File: src/rtl/acc_pkg.sv
// Shared types and the op helper for the accumulating logic register with undo.
package acc_pkg;

  typedef enum logic [1:0] {
    OP_AND = 2'b00,
    OP_XOR = 2'b01,
    OP_OR  = 2'b10,
    OP_ADD = 2'b11
  } op_t;

  // Widest accumulator the helper supports; callers zero-extend and slice back.
  localparam int MAX_W = 64;

  // Returns {carry, value}; bit W of the result is the W-bit add carry for W < MAX_W.
  function automatic logic [MAX_W:0] apply_op(
    input op_t              op,
    input logic [MAX_W-1:0] q,
    input logic [MAX_W-1:0] a,
    input logic [MAX_W-1:0] b
  );
    logic [MAX_W:0] res;
    res = '0;
    case (op)
      OP_AND:  res = {1'b0, q & b};
      OP_XOR:  res = {1'b0, q ^ a};
      OP_OR:   res = {1'b0, q | a};
      default: res = {1'b0, q} + {1'b0, a};
    endcase
    return res;
  endfunction

endpackage

File: src/rtl/acc_logic_undo_hist_lifo.sv
// Circular LIFO of past accumulator values; a push when full overwrites the oldest slot.
module hist_lifo #(
  parameter  int W     = 8,
  parameter  int DEPTH = 4,
  localparam int CW    = $clog2(DEPTH + 1)
) (
  input  logic          clk,
  input  logic          r,
  input  logic          push,
  input  logic          pop,
  input  logic [W-1:0]  din,
  output logic [W-1:0]  dout,
  output logic [CW-1:0] cnt,
  output logic          empty,
  output logic          full
);

  localparam int AW = $clog2(DEPTH);

  logic [W-1:0]  mem [DEPTH];
  logic [AW-1:0] wp;
  logic [AW-1:0] top_ptr;

  // Newest entry sits just below the write pointer; wrap is free since DEPTH is 2^AW.
  assign top_ptr = wp - AW'(1);
  assign dout    = mem[top_ptr];
  assign empty   = (cnt == '0);
  assign full    = (cnt == CW'(DEPTH));

  always_ff @(posedge clk) begin
    if (r) begin
      wp  <= '0;
      cnt <= '0;
    end else if (pop && !empty) begin
      wp  <= top_ptr;
      cnt <= cnt - CW'(1);
    end else if (push) begin
      wp <= wp + AW'(1);
      if (!full) cnt <= cnt + CW'(1);
    end
  end

  // Contents are don't-care after reset, so the array carries no reset.
  always_ff @(posedge clk) begin
    if (!r && push && !pop) mem[wp] <= din;
  end

endmodule

File: src/rtl/acc_logic_undo.sv
// Accumulating logic register with DEPTH-entry undo history.
// Optional macro ACC_ADD_EN enables op 11 (Q+A with carry); otherwise op 11 is a no-op.
module acc_logic_undo
  import acc_pkg::*;
#(
  parameter  int W     = 8,
  parameter  int DEPTH = 4,
  localparam int CW    = $clog2(DEPTH + 1)
) (
  input  logic          clk,
  input  logic          r,
  input  logic          enable,
  input  op_t           op,
  input  logic          undo,
  input  logic [W-1:0]  A,
  input  logic [W-1:0]  B,
  output logic [W-1:0]  Q,
  output logic [W/2-1:0] L,
  output logic [CW-1:0] hist_cnt,
  output logic          empty,
  output logic          full,
  output logic          undo_err,
  output logic          carry
);

  logic           op_ok;
  logic           push;
  logic           pop;
  logic [W-1:0]   hist_top;
  logic [MAX_W:0] op_res;
  logic           unused_ok;

  assign L = A[W-1:W/2];

`ifdef ACC_ADD_EN
  assign op_ok = 1'b1;
`else
  assign op_ok = (op != OP_ADD);
`endif

  // undo outranks enable: a simultaneous op is dropped and nothing is pushed.
  assign push = enable && !undo && op_ok;
  assign pop  = undo && !empty;

  assign op_res    = apply_op(op, MAX_W'(Q), MAX_W'(A), MAX_W'(B));
  assign unused_ok = &{1'b0, op_res};

  hist_lifo #(.W(W), .DEPTH(DEPTH)) u_hist (
    .clk   (clk),
    .r     (r),
    .push  (push),
    .pop   (pop),
    .din   (Q),
    .dout  (hist_top),
    .cnt   (hist_cnt),
    .empty (empty),
    .full  (full)
  );

  always_ff @(posedge clk) begin
    if (r) begin
      Q        <= '0;
      undo_err <= 1'b0;
    end else begin
      undo_err <= undo && empty;
      if (pop)       Q <= hist_top;
      else if (push) Q <= op_res[W-1:0];
    end
  end

`ifdef ACC_ADD_EN
  always_ff @(posedge clk) begin
    if (r)                        carry <= 1'b0;
    else if (push && op == OP_ADD) carry <= op_res[W];
  end
`else
  assign carry = 1'b0;
`endif

endmodule

File: config.mk
export PLATFORM = sky130hd
export DESIGN_NAME = acc_logic_undo
export DESIGN_NICKNAME = d
export VERILOG_FILES = /design/src/rtl/acc_pkg.sv /design/src/rtl/acc_logic_undo_hist_lifo.sv /design/src/rtl/acc_logic_undo.sv
export SDC_FILE = /design/constraint.sdc
export NUM_CORES = 1
export LEC_CHECK = 0
export CAP_MARGIN = 20
export CORE_MARGIN = 5
export CORE_UTILIZATION = 45
export CTS_BUF_LIST = sky130_fd_sc_hd__clkbuf_2 sky130_fd_sc_hd__clkbuf_4 sky130_fd_sc_hd__clkbuf_8
export CTS_CLUSTER_DIAMETER = 30
export DETAILED_ROUTE_END_ITERATION = 12
export PLACE_DENSITY = 0.79
export SLEW_MARGIN = 30
export SYNTH_ARGS = -nofsm -noshare
export SYNTH_HDL_FRONTEND = slang
export SYNTH_SLANG_ARGS = --single-unit
export TNS_END_PERCENT = 5
File: constraint.sdc
create_clock -name clk -period 1.95 [get_ports clk]
set_input_delay 0.39 -clock clk [delete_from_list [all_inputs] [get_ports clk]]
set_output_delay 0.39 -clock clk [all_outputs]
set_load 0.05 [all_outputs]
==> results of run 1 <==
## what timing repair did
item,in CTS,in global routing
resized for setup,1,2
setup endpoints to repair,1,1
setup buffers,1,0
pin swaps,1,0
endpoints found under the hold margin,0,0
## cells by family (layout without fill, tap and decap cells)
group	count (synthesis)	in the layout	share of synthesized area
XOR/XNOR	2	2	0.00734
AND/OR/NAND/NOR	47	47	0.0902
AO/OA/AOI/OAI	30	30	0.0960
other	1	1	0.00157
multiplexers	17	17	0.124
buffers and inverters	39	106	0.0897
flip-flops	46	46	0.520
adder cells (fa/ha/maj)	13	13	0.0713
## flip-flops by register name, summed over array words and instances (netlist names)
signal / cells
u_hist.mem: 32
Q: 8
u_hist.cnt: 3
u_hist.wp: 2
undo_err: 1
## through the flow
step | power (uW) | TNS (ns) | setup slack, ns
after global routing | 2770 | 0 | 0.0168
after detailed placement | 1940 | -3.40 | -0.383
after CTS | 2660 | 0 | 0.000337
after floorplan | 1680 | -0.0757 | -0.0757
after global placement | 1920 | -1.99 | -0.317
final | 2640 | 0 | 0.0537
## layer usage
metal	vias to the layer above	track usage
li1	834	-
met1	861	0.179
met2	41	0.254
met3	12	0.0337
met4	0	0.0609
met5	-	0
## path summary, 6_finish.rpt
check	cells after the start	slack, ns	from	end
hold / removal	3	0.53	undo	undo_err
hold reg to reg	2	0.55	u_hist.wp[1]	u_hist.wp[1]
setup / recovery	1	0.05	u_hist.cnt[1]	hist_cnt[1]
setup reg to reg	4	0.20	u_hist.wp[1]	Q[5]
## where the power goes
group	total [uW]	leakage (uW)	internal, uW	switching [uW]
Clock	713	0.0000504	381	332
Combinational	757	0.000827	338	419
Sequential	1170	0.000412	1110	55.1
Total	2640	0.00129	1830	806
## synthesized netlist by cell type, drive strengths merged (2+ instances only)
cell type | number | area share
a21oi | 5 | 0.012
a31oi | 5 | 0.013
mux2 | 2 | 0.0094
nand3 | 5 | 0.010
o211ai | 3 | 0.0094
buf | 13 | 0.044
nor3 | 2 | 0.0042
mux4 | 8 | 0.085
inv | 24 | 0.038
nor2b | 2 | 0.0052
ha | 12 | 0.063
a221o | 2 | 0.0084
nand2 | 20 | 0.031
o21ai | 3 | 0.0063
nor4 | 2 | 0.0052
edfxtp | 32 | 0.40
mux2i | 7 | 0.029
a32oi | 3 | 0.011
dfxtp | 14 | 0.12
and3 | 5 | 0.013
and2 | 2 | 0.0052
nor2 | 8 | 0.013
## area by class of cell
type | count | area (sq um)
sequential | 46 | 1240
tap | 70 | 87.6
clock inverter | 3 | 45.0
inverter | 25 | 106
clock buffer | 5 | 68.8
multi-input combinational | 110 | 946
timing repair buffer | 73 | 671
fill | 445 | 1970
==> results.rst, run 1 <==
.. list-table::
   :header-rows: 1

   * - Metric
     - Value
   * - Run status
     - finished, final reports clean
   * - Count of hold buffers inserted by post-cts repair
     - 0
   * - Most common cell after layout, fill and taps aside
     - sky130_fd_sc_hd__buf_4
   * - Critical Path AT
     - between 1.5 and 2 ns
   * - Total overflow reported by the global router
     - 0
   * - Commonest non-fill, non-tap cells in the layout
     - sky130_fd_sc_hd__buf_4 (45), sky130_fd_sc_hd__edfxtp_1 (32), sky130_fd_sc_hd__inv_1 (24), sky130_fd_sc_hd__clkdlybuf4s50_1 (22), sky130_fd_sc_hd__nand2_1 (20)
   * - Leakage power total
     - 0.00129 uW
   * - Post-Route Utilization
     - 0.617
   * - Inserted Clock Buffers
     - 5
   * - Tmin final
     - between 1.5 and 2 ns
   * - Sequential share of the synthesized area
     - 0.520
   * - Final setup fails
     - 0
   * - Layout area overhead
     - 32.8%
   * - Post-Layout Cell Count
     - roughly 330
   * - Number of different library cells in the post-synthesis netlist
     - 42
   * - Number of buffers added on ports
     - 39
   * - Final cycle utilization of the critical path
     - 0.972
   * - Via density per instance
     - 5.27
   * - First-pass GRT wire length
     - about 8.2 mm
   * - Fraction of layout instances using a drive strength above 1
     - 0.271
   * - Net count of the finished layout
     - between 200 and 300
   * - Biggest fanout along the worst timing path
     - 5
   * - Worst vdd ir
     - between 0.5 and 0.6 mV
   * - Gpl congestion
     - approximately 0.8
   * - Met3 WL
     - roughly 240 um
   * - Number of global-route vias before repair
     - between 1500 and 2000
   * - Initial Utilization
     - 0.464
   * - Synth Instances
     - slightly below 200
   * - CP Class
     - reg -> out
   * - CP delay by family, top
     - buffers and inverters
   * - Number of endpoints with negative hold slack in the final report
     - 0
   * - CP max stage cell
     - sky130_fd_sc_hd__clkdlybuf4s50_1
   * - Mean instance size in the synthesized netlist
     - about 12 sq um
   * - YS warnings
     - 0
   * - Post-CTS clock slew at the launch and capture registers of the worst setup and hold paths
     - ~0.080 ns
   * - Total track usage
     - 0.148
   * - Synthesized net count
     - 230
   * - Initial antenna violation count
     - 0
   * - Die boundary height
     - between 80 and 90 um
   * - Vias post-DR
     - approximately 1700
   * - Iteration-0 DRC count of the detailed router
     - about 130
   * - Kind of start point of the critical path
     - flop
   * - Maxcap violations
     - 0
   * - Largest net degree at the start of global routing
     - 16
   * - Most instantiated flip-flop cell in the synthesis netlist
     - sky130_fd_sc_hd__edfxtp_1
   * - Final design instance area without fill
     - ~0.0032 sq mm
   * - Fraction of registers with async set/reset
     - 0
   * - Wire length per cell
     - approximately 15 um
   * - TritonCTS clock tree
     - built
   * - Number of buffer and inverter stages on the critical path
     - 1
   * - Unrepaired setup endpoints after global routing
     - no
   * - Count of placed standard cells including taps
     - between 300 and 400
   * - Max layer used
     - met4
   * - Half-perimeter wire length of the detailed placement result
     - 3.87 mm
   * - Total iterations of the first detailed-routing run
     - 4
   * - Met2 routed wirelength
     - approximately 2.6 mm
   * - Clock latency reported for the late side of the worst-skew pair
     - just over 0.3 ns
   * - Kind of end point of the critical path
     - output port
   * - Number of buffers on the longest clock path
     - 2
   * - Routed WL
     - 5.08 mm
   * - Largest incremental delay on the critical path
     - 0.82 ns
   * - Die ar.
     - roughly 0.007 sq mm
   * - Power per Cell Area
     - 832 mW/mm^2
   * - Hold Worst Slack
     - 0.535 ns
   * - Area of the placeable core
     - 0.00514 sq mm
   * - Highest achievable clock rate
     - ~530 MHz
   * - Remaining routing DRC violations
     - 0
   * - H-tree levels
     - 2
   * - Total count of max-transition violations in the final report
     - 0
   * - Count of antenna-violating nets left after detailed routing
     - 0
   * - Area of the mapped netlist
     - 0.00239 sq mm
   * - Path type of the worst min-delay path
     - in -> reg
   * - Boundary pin count
     - 41
   * - Total number of clock tree sinks
     - 46
   * - CP Cell Sequence
     - clkdlybuf4s50_1
   * - Critical path required time
     - 1.56 ns
   * - Worst clock skew
     - 0.00975 ns
   * - Number of synthesized flops with an enable pin
     - 32
   * - Met1 wire length
     - between 2 and 2.5 mm
   * - CTS root buf
     - sky130_fd_sc_hd__clkbuf_8
   * - Horizontal die dimension
     - around 83 um
   * - Cell area reported after detailed placement
     - 0.00304 sq mm
   * - Diode insertion count for antenna repair
     - 0
   * - Std cell rows
     - 26
   * - Register bit count reported by yosys
     - between 40 and 50
Power figures use the tool's default switching activity.
==> run 2: changes to the inputs <==
--- a/config.mk
+++ b/config.mk
@@ -5,6 +5,7 @@
 export SDC_FILE = /design/constraint.sdc
 export NUM_CORES = 1
 export LEC_CHECK = 0
+export ABC_AREA = 1
 export CAP_MARGIN = 20
 export CORE_MARGIN = 5
 export CORE_UTILIZATION = 45
==> run 2 against run 1 <==
Compared with the run above: synthesized cell count is 38% higher; worst setup slack improved by 0.075 ns; wire length is 1.2% higher; clock power fell by 17%; design area fell by 3.6%; sequential power grew 9%; global-route usage increased by 0.78 points; critical path depth is the same; register-to-register slack better by 0.15 ns; core utilization decreased by 2.6 points; combinational power grew 61%; synthesized area up 1.5%; largest cell class unchanged.
==> results.rst, run 2 <==
.. list-table::
   :header-rows: 1

   * - Metric
     - Value
   * - Run status
     - finished, final reports clean
   * - Std cell rows
     - 26 (unchanged)
   * - Post-CTS setup buffer count
     - 0 (-1)
   * - Number of buffers added on ports
     - 39 (unchanged)
   * - Top cells by area in the synthesized netlist
     - sky130_fd_sc_hd__edfxtp_1 (40%), sky130_fd_sc_hd__dfxtp_1 (12%), sky130_fd_sc_hd__nand2_1 (10%)
   * - Internal power consumption
     - 1850 uW (+0.91%)
   * - Synth Instances
     - 270 (+38%)
   * - Worst clock skew
     - 0.00890 ns (-0.000848 ns)
   * - Setup total negative slack
     - 0 ns (unchanged)
   * - Inserted Clock Buffers
     - 5 (unchanged)
   * - Routed WL
     - 5.14 mm (+1.2%)
   * - Wire length per cell
     - 13.1 um (-14%)
   * - Switching share of power
     - 0.402 (+0.0963)
   * - Diode insertion count for antenna repair
     - 0 (unchanged)
   * - Count of antenna-violating nets left after detailed routing
     - 0 (unchanged)
   * - Tmin final
     - 1.82 ns (-0.0748 ns)
   * - Commonest non-fill, non-tap cells in the layout
     - sky130_fd_sc_hd__nand2_1 (65), sky130_fd_sc_hd__inv_1 (34), sky130_fd_sc_hd__edfxtp_1 (32), sky130_fd_sc_hd__buf_4 (25), sky130_fd_sc_hd__nand3_1 (23)
   * - Critical path required time
     - 1.56 ns (about the same)
   * - Number of cells on the worst reg-to-reg path
     - 10 (+6)
   * - CP Class
     - reg -> out
   * - Highest achievable clock rate
     - 549 MHz (+4.1%)
   * - Clock share of power
     - 0.192 (-0.079)
   * - Number of different library cells in the post-synthesis netlist
     - 28 (-33%)
   * - Number of synthesized flops with an enable pin
     - 32 (unchanged)
   * - Biggest fanout along the worst timing path
     - 1 (-4)
   * - Unrepaired setup endpoints after global routing
     - no
   * - Mean instance size in the synthesized netlist
     - 8.97 sq um (-27%)
   * - Combinational share of power
     - 0.395 (+0.108)
   * - Min-Delay Startpoint
     - u_hist.wp[1]
   * - Sink of the worst hold path
     - u_hist.wp[1]
   * - Sequential share of the synthesized area
     - 0.512 (-0.00779)
   * - Post-Route Utilization
     - 0.591 (-0.0259)
   * - YS warnings
     - 0 (unchanged)
   * - H-tree levels
     - 2 (unchanged)
   * - Leakage power total
     - 0.00132 uW (+2.7%)
   * - Most instantiated flip-flop cell in the synthesis netlist
     - sky130_fd_sc_hd__edfxtp_1
   * - Total number of clock tree sinks
     - 46 (unchanged)
   * - Slack of the worst reg-to-reg path
     - 0.35 ns (+0.15 ns)
   * - Total count of max-transition violations in the final report
     - 0 (unchanged)
   * - Flop pwr share
     - 0.414 (-0.028)
   * - Clock latency reported for the late side of the worst-skew pair
     - 0.30 ns (about the same)
   * - Final cycle utilization of the critical path
     - 0.934 (-0.0383)
   * - Power per Cell Area
     - 1010 mW/mm^2 (+22%)
   * - Count of hold buffers inserted by post-cts repair
     - 0 (unchanged)
   * - Die boundary height
     - 83.4 um (+0.67%)
   * - Share of Yosys cell area claimed by the top area cell type
     - 0.397 (-0.00603)
   * - Total track usage
     - 0.156 (+0.00784)
   * - Path type of the worst min-delay path
     - reg -> reg
   * - Initial antenna violation count
     - 0 (unchanged)
   * - Fraction of layout instances using a drive strength above 1
     - 0.206 (-0.0654)
   * - Register bit count reported by yosys
     - 46 (unchanged)
   * - CP delay by family, top
     - buffers and inverters
   * - Most frequent cells after synthesis
     - sky130_fd_sc_hd__nand2_1 (65), sky130_fd_sc_hd__inv_1 (34), sky130_fd_sc_hd__edfxtp_1 (32)
   * - Via density per instance
     - 4.89 (-7.1%)
   * - Final setup fails
     - 0 (unchanged)
   * - CP max stage cell
     - sky130_fd_sc_hd__clkdlybuf4s50_1
   * - Half-perimeter wire length of the detailed placement result
     - 3.98 mm (+2.9%)
   * - Horizontal die dimension
     - 83.4 um (+0.67%)
   * - Layout area overhead
     - 26.1%
   * - Worst setup slack before clock tree synthesis
     - 0.0546 ns (+0.438 ns)
   * - Kind of start point of the critical path
     - flop
   * - Fraction of registers with async set/reset
     - 0 (unchanged)
   * - Vias post-DR
     - 1913 (+9.4%)
   * - Boundary pin count
     - 41 (unchanged)
   * - Maxcap violations
     - 0 (unchanged)
   * - Area of the placeable core
     - 0.00517 sq mm (+0.63%)
   * - Worst R2R Start
     - u_hist.wp[1]
   * - Number of cells traversed by the worst hold path
     - 2 (-1)
   * - Net count of the finished layout
     - 355 (+20%)
   * - Number of buffers on the longest clock path
     - 2 (unchanged)
   * - Iteration-0 DRC count of the detailed router
     - 90 (-32%)
   * - Total overflow reported by the global router
     - 0 (unchanged)
   * - Number of global-route vias before repair
     - 1878 (+7.8%)
   * - Overall Power
     - 3090 uW (+17%)
   * - First-pass GRT wire length
     - 8.90 mm (+8.6%)
   * - Dominant cell by count in the synthesized netlist
     - sky130_fd_sc_hd__nand2_1
   * - Total iterations of the first detailed-routing run
     - 4 (unchanged)
   * - Kind of end point of the critical path
     - output port
   * - Area of the mapped netlist
     - 0.00242 sq mm (+1.5%)
   * - Number of endpoints with negative hold slack in the final report
     - 0 (unchanged)
   * - Flip-flop count of the largest register, all copies and words added
     - 32 (unchanged)
   * - CTS root buf
     - sky130_fd_sc_hd__clkbuf_8
   * - CP Cell Sequence
     - clkdlybuf4s50_1
   * - Die ar.
     - 0.00695 sq mm (+1.3%)
   * - Remaining routing DRC violations
     - 0 (unchanged)
   * - Largest net degree at the start of global routing
     - 23 (+7)
   * - Post-CTS clock slew at the launch and capture registers of the worst setup and hold paths
     - 0.09 ns (about the same)
   * - Largest registers
     - u_hist.mem: 32 flops, Q: 8 flops, u_hist.cnt: 3 flops
   * - Worst vdd ir
     - 0.493 mV (-8.3%)
   * - Initial Utilization
     - 0.468 (+0.00410)
   * - Cts repair resizes
     - 0 (-1)
   * - Worst setup slack after layout
     - 0.128 ns (+0.0748 ns)
   * - Number of fillers in the final layout
     - 428 (-3.8%)
   * - Biggest register
     - u_hist.mem
   * - Reg-to-Reg End
     - Q[6]
   * - Gpl congestion
     - 0.790 (about the same)
   * - Transition time at the pin with the least slew margin
     - between 0.5 and 0.6 ns
   * - Synthesized net count
     - 305 (+33%)
   * - Critical Path AT
     - 1.43 ns (-0.08 ns)
   * - Library cell occupying the most area in the post-synthesis netlist
     - sky130_fd_sc_hd__edfxtp_1
   * - Most common cell after layout, fill and taps aside
     - sky130_fd_sc_hd__nand2_1
   * - Headroom to the max-slew limit
     - 0.653
   * - Largest incremental delay on the critical path
     - 0.81 ns (about the same)
   * - Net Switching
     - 1240 uW (+54%)
   * - TritonCTS clock tree
     - built
   * - Count of placed standard cells including taps
     - 383 (+19%)
   * - Number of buffer and inverter stages on the critical path
     - 1 (unchanged)
   * - Post-Layout Cell Count
     - 391 (+18%)
## run 2: changes by cell type after synthesis, moves of 6 or more
cell | before | now
sky130_fd_sc_hd__a21oi_1 | 4 | 12
sky130_fd_sc_hd__inv_1 | 24 | 34
sky130_fd_sc_hd__inv_2 | 0 | 9
sky130_fd_sc_hd__mux2i_1 | 7 | 0
sky130_fd_sc_hd__mux4_1 | 6 | 0
sky130_fd_sc_hd__nand2_1 | 20 | 65
sky130_fd_sc_hd__nand2_4 | 0 | 6
sky130_fd_sc_hd__nand3_1 | 5 | 23
sky130_fd_sc_hd__nor2_1 | 8 | 19
## run 2: worst max-delay path by stage
stage / from / cells after the start / slack, ns / to
after global placement: undo / 7 / 0.09 / u_hist.cnt[2]
after global routing: undo_err / 1 / 0.1 / undo_err
after floorplan: u_hist.cnt[0] / 10 / 0.13 / u_hist.cnt[2]
after CTS: undo_err / 1 / 0.12 / undo_err
final: undo_err / 1 / 0.13 / undo_err
after detailed placement: undo / 7 / 0.05 / u_hist.mem[1][0]
## run 2: through the flow
step | hold WS, ns | area [sq um]
2_1_floorplan | 0.459 | 2420
3_3_place_gp | 0.503 | 2960
3_5_place_dp | 0.513 | 2960
4_1_cts | 0.528 | 3060
5_1_grt | 0.582 | 3060
6_report | 0.529 | 3060
## run 2: cell families (layout without fill, tap and decap cells)
family | Yosys count | after routing | synth area share
buffers and inverters | 53 | 104 | 0.0925
AOI/OAI and AO/OA | 31 | 31 | 0.0703
and+or+nand+nor | 126 | 126 | 0.253
DFF | 46 | 46 | 0.512
adders and majority gates | 13 | 13 | 0.0702
other | 1 | 1 | 0.00155
## run 2: worst min-delay path, cell delays in order, from the launching register on
cell,delay (ns)
sky130_fd_sc_hd__dfxtp_1,0.35
sky130_fd_sc_hd__nand2_1,0.08
sky130_fd_sc_hd__a21oi_1,0.06
## run 2: cell type report
type                    instances  area, sq um  area share
well taps                      70         87.6      0.0287
multi-input cells             171          957       0.313
flip-flops and latches         46         1240       0.406
clock inverters                 3         25.0     0.00819
repair buffers                 52          508       0.166
clock buffers                   5         68.8      0.0225
inverters                      44          168      0.0549
## run 2: power by group through the flow
stage / combinational, uW / clock [uW] / sequential [uW]
floorplan: 631 / 0 / 1470
global placement: 1190 / 0 / 1300
detailed placement: 1220 / 0 / 1300
CTS: 1230 / 597 / 1280
global route: 1340 / 646 / 1300
finish: 1220 / 592 / 1280
## run 2: metal layers
metal	share of wire	up-vias	global-route usage
met3	0.039	7	0.0158
met1	0.45	897	0.207
li1	-	964	-
met5	0	-	0
met4	0.016	0	0.0594
met2	0.49	45	0.262
==> patch 1 (flow settings as in run 2) <==
`DEPTH` is set to 4 in 2 places; all go to 8.
--- a/src/rtl/acc_logic_undo_hist_lifo.sv
+++ b/src/rtl/acc_logic_undo_hist_lifo.sv
@@ -3,3 +3,3 @@
   parameter  int W     = 8,
-  parameter  int DEPTH = 4,
+  parameter  int DEPTH = 8,
   localparam int CW    = $clog2(DEPTH + 1)
--- a/src/rtl/acc_logic_undo.sv
+++ b/src/rtl/acc_logic_undo.sv
@@ -6,3 +6,3 @@
   parameter  int W     = 8,
-  parameter  int DEPTH = 4,
+  parameter  int DEPTH = 8,
   localparam int CW    = $clog2(DEPTH + 1)
Ports: changed (resized hist_cnt); port bits go from 41 to 42. The function was not compared with the original's and may differ.
==> patch 1 against run 2 <==
  * Final cell count grew 51%
  * Area after synthesis grew 61%
  * Critical endpoint unchanged
  * Final area grew 56%
  * Non-clock buffer count grew 17
  * Routed wire length up 68%
  * Sequential share of layout area increased by 6.4 points
  * Highest routed layer unchanged
  * Clock skew grew 0.00061 ns
  * Setup slack got worse by 0.016 ns
  * Sequential cell count up 34
  * Hold slack better by 0.035 ns
  * Sequential power up 75%
  * Total power increased by 99%
==> patch 1: results (changes against run 2) <==
| Metric | Value |
|---|---|
| Area share of fa/ha/maj cells after synthesis | 0.0353 (-0.0349) |
| Pre-CTS WS | -0.169 ns (-0.224 ns) |
| Starting DRT DRC Count | 245 (+170%) |
| Via/cell ratio | 5.13 (+4.9%) |
| Synth top area cells | edfxtp_1 49%, dfxtp_1 8.2%, nand2_1 8.0% |
| Global-route wire length before repair | 13900 um (+57%) |
| Count of cell types in the netlist | 30 (+7.1%) |
| NetSw | 2.52 mW (+100%) |
| Drt pass-1 iters | 6 (+2) |
| Number of buffers created by CTS | 9 (+4) |
| Ys Warns | 0 (unchanged) |
| Pleak | 1.93 nW (+46%) |
| H-tree depth | 3 (+1) |
| DP Area | 4560 um^2 (+54%) |
| DP HPWL | 6260 um (+57%) |
| Max IR drop VDD | 1030 uV (+110%) |
| Number of synthesized flops with an enable pin | 64 (+100%) |
| Post-synthesis net count | 449 (+47%) |
| Largest net degree at the start of global routing | 39 (+70%) |
| XOR/XNOR Fraction of Synth Area | 0.00931 (+0.00931) |
| Total Routing Usage GR | 0.174 (+0.0176) |
| Top cells by count, synth | 83 x nand2_1, 77 x nor2_1, 64 x edfxtp_1 |
| Gpl congestion | 0.856 (+8.4%) |
| Status | complete, no violations |
| Clock root buffer | clkbuf_8 |
| PortBufs | 40 (+2.6%) |
| Part of the Yosys area used for sequential elements | 0.575 (+0.0627) |
| Clk_skew | 0.00951 ns (+0.000606 ns) |
| Worst R2R Path Depth | 9 (-1) |
| Top flop regs | u_hist.mem: 64 flops, Q: 8 flops, u_hist.cnt: 4 flops |
| Number of global-route vias before repair | 2972 (+58%) |
| Final net count | 510 (+44%) |
| Non-Filler Instances | 590 (+51%) |
| Syn Inst Count | 416 (+54%) |
| Final WL | 8660 um (+68%) |
| Post-Place Cells | 574 (+50%) |
| Share of layout cells above drive strength 1 | 0.174 (-0.0313) |
| Compound-Gate Fraction of Synth Area | 0.0822 (+0.0119) |
| Clk Latency, worst-skew pair | 0.35 ns (+0.05 ns) |
| WP data arrival | 1.45 ns (+0.02 ns) |
| Post-CTS Repair Setup Buffers | 0 (unchanged) |
[patch 1: cell types whose count changed after synthesis, sizes merged, moves of 3 or more]
cell,run 2,this run
a21oi,12,9
buf,8,18
edfxtp,32,64
inv,44,40
nand2,73,91
nor2,26,85
o21ai,14,45
[patch 1: path summary, 6_finish.rpt]
path | start | end | slack [ns]
min reg2reg | u_hist.cnt[3] | u_hist.cnt[3] | 0.56
max | undo_err | undo_err | 0.11
min | u_hist.cnt[3] | u_hist.cnt[3] | 0.56
max reg2reg | u_hist.wp[1] | Q[0] | 0.20
[patch 1: power by group through the flow]
stage	Combinational [mW]	Sequential [mW]	Clock, mW
detailed placement	2.72	2.27	0
global route	3.02	2.25	1.26
CTS	2.74	2.23	1.19
floorplan	1.47	2.63	0
global placement	2.64	2.26	0
finish	2.74	2.24	1.17
[patch 1: kinds of logic (layout without fill, tap and decap cells)]
| logic type | Yosys count | in the layout |
|---|---|---|
| AOI/OAI and AO/OA | 60 | 60 |
| xor gates and xnor gates | 2 | 2 |
| adders and majority gates | 11 | 11 |
| buffers and inverters | 59 | 125 |
| DFF | 80 | 80 |
| other | 1 | 1 |
| and+or+nand+nor | 203 | 203 |
[patch 1: routing by layer]
layer / up-vias / track usage / part of all wire
met1: 1420 / 0.211 / 0.43
met3: 17 / 0.0413 / 0.056
met5: - / 0 / 0
met4: 0 / 0.0777 / 0.024
met2: 103 / 0.293 / 0.49
li1: 1489 / - / -
[patch 1: layout make-up]
cell class	count	area, um^2
clock inverters	7	72.6
fillers	741	3820
repair buffers	69	661
clock buffers	9	124
flip-flops and latches	80	2240
multi-input cells	277	1380
inverters	40	150
well taps	108	135
[patch 1: repair_timing]
action	CTS	global route
resized for setup	0	2
endpoints found under the setup margin	0	2
endpoints found under the hold margin	0	0
==> patch 2 (settings of run 2) <==
Without the edit above. Register the output `hist_cnt`; this adds one clock of latency there. The other outputs are not delayed to match.
--- a/src/rtl/acc_logic_undo.sv
+++ b/src/rtl/acc_logic_undo.sv
@@ -24,2 +24,4 @@
 );
+
+  logic [CW-1:0] hist_cnt_d;
 
@@ -54,3 +56,3 @@
     .dout  (hist_top),
-    .cnt   (hist_cnt),
+    .cnt   (hist_cnt_d),
     .empty (empty),
@@ -79,2 +81,6 @@
 
+  always_ff @(posedge clk) begin
+    hist_cnt <= hist_cnt_d;
+  end
+
 endmodule
Formal check against the unedited RTL: not equivalent (Yosys sat finds a counterexample within 4 cycles, from zero or initial values).
==> patch 2 against run 2 <==
  * Setup slack better by 0.021 ns
  * Register-to-register slack worse by 0.08 ns
  * Final area up 1.8%
  * Total power is 7.1% higher
  * Area after synthesis grew 1.6%
  * Routed wire length rose by 1.0%
  * Sequential cell count grew 3
  * Synthesized cell count is 4.8% higher
  * Largest cell class unchanged
==> patch 2: results (changes against run 2) <==
| Metric | Value |
|---|---|
| Pleak | 1.39 nW (+4.8%) |
| Number of global-route vias before repair | 1964 (+4.6%) |
| Pre-CTS WS | 0.0893 ns (+0.0347 ns) |
| Share of layout cells above drive strength 1 | 0.159 (-0.0469) |
| WP data arrival | 1.41 ns (-0.02 ns) |
| Max IR drop VDD | 555 uV (+13%) |
| Syn avg cell area | 8.70 um^2 (-3.1%) |
| Global-route wire length before repair | 8890 um (about the same) |
| Part of the Yosys area used for sequential elements | 0.529 (+0.0163) |
| Total Routing Usage GR | 0.159 (+0.00263) |
| TritonCTS Sinks | 49 (+6.5%) |
| Non-Filler Instances | 406 (+3.8%) |
| Clk_skew | 0.00300 ns (-0.00591 ns) |
| Post-synthesis net count | 318 (+4.3%) |
| Worst-margin pin slew | 0.506 ns (-0.0131 ns) |
| Final net count | 368 (+3.7%) |
| DP HPWL | 4060 um (+2.0%) |
| Routed met3 length | 333 um (+67%) |
| WL/cell | 12.8 um (-2.7%) |
| Post-Place Cells | 398 (+3.9%) |
| Routed wl met2 | 2650 um (+4.5%) |
| Top flop regs | u_hist.mem: 32 flops, Q: 8 flops |
| Gpl congestion | 0.805 (+1.9%) |
| Via/cell ratio | 4.84 (-1.1%) |
| DP Area | 3000 um^2 (+1.2%) |
| Post-synth top flop | edfxtp_1 |
| CP max stage delay | 0.79 ns (-0.02 ns) |
| Metal-1 WL | 2130 um (-8.5%) |
| Top cells by count, synth | 64 x nand2_1, 46 x inv_1, 44 x nand3_1 |
| Count of cell types in the netlist | 23 (-18%) |
| Synth top area cells | edfxtp_1 39%, dfxtp_1 14%, nand2_1 9.8% |
| Starting DRT DRC Count | 83 (-7.8%) |
| Status | complete, no violations |
==> patch 2: cell count changes in the layout (fill, tap and decap cells not counted), moves of 4 or more <==
cell and change:
a21oi_1 -6, nand3_1 +21, nand2_4 -4, o21ai_1 -5
inv_2 -5, inv_1 +12
==> patch 2: cells by family after synthesis <==
group	synth area share
adders and majority gates	0.0691
other	0.00152
buffers and inverters	0.105
and+or+nand+nor	0.261
DFF	0.529
AOI/OAI and AO/OA	0.0351
==> patch 2: path summary, 6_finish.rpt <==
check / startpoint / to / slack, ns / cells after the start
max: hist_cnt[1] / hist_cnt[1] / 0.15 / 1
max reg2reg: u_hist.wp[1] / Q[5] / 0.27 / 10
min: u_hist.cnt[0] / hist_cnt[0] / 0.41 / 0
min reg2reg: u_hist.cnt[0] / hist_cnt[0] / 0.41 / 0
==> patch 2: cell type report <==
type | instances | area (um^2)
Sequential cell | 49 | 1300
Clock inverter | 2 | 38.8
Tap cell | 72 | 90.1
Inverter | 51 | 193
Timing Repair Buffer | 53 | 510
Multi-Input combinational cell | 173 | 902
Clock buffer | 6 | 76.3
Fill cell | 463 | 2290
==> patch 2: power by group <==
group          leakage, nW  switching [mW]  internal, mW  total (mW)
sequential           0.435           0.103          1.25        1.35
combinational        0.895           0.828         0.421        1.25
clock               0.0588           0.309         0.398       0.707
total                 1.39            1.24          2.07        3.31
==> patch 2: metal layers <==
layer | vias to the layer above | track usage
met3 | 4 | 0.0286
met5 | - | 0
met2 | 61 | 0.272
li1 | 1001 | -
met1 | 899 | 0.194
met4 | 0 | 0.0687
==> patch 2: metrics by stage <==
step	total power, mW	hold WS, ns
3_5_place_dp	2.62	0.397
5_1_grt	3.52	0.426
3_3_place_gp	2.59	0.386
2_1_floorplan	2.20	0.371
4_1_cts	3.33	0.408
6_report	3.31	0.408
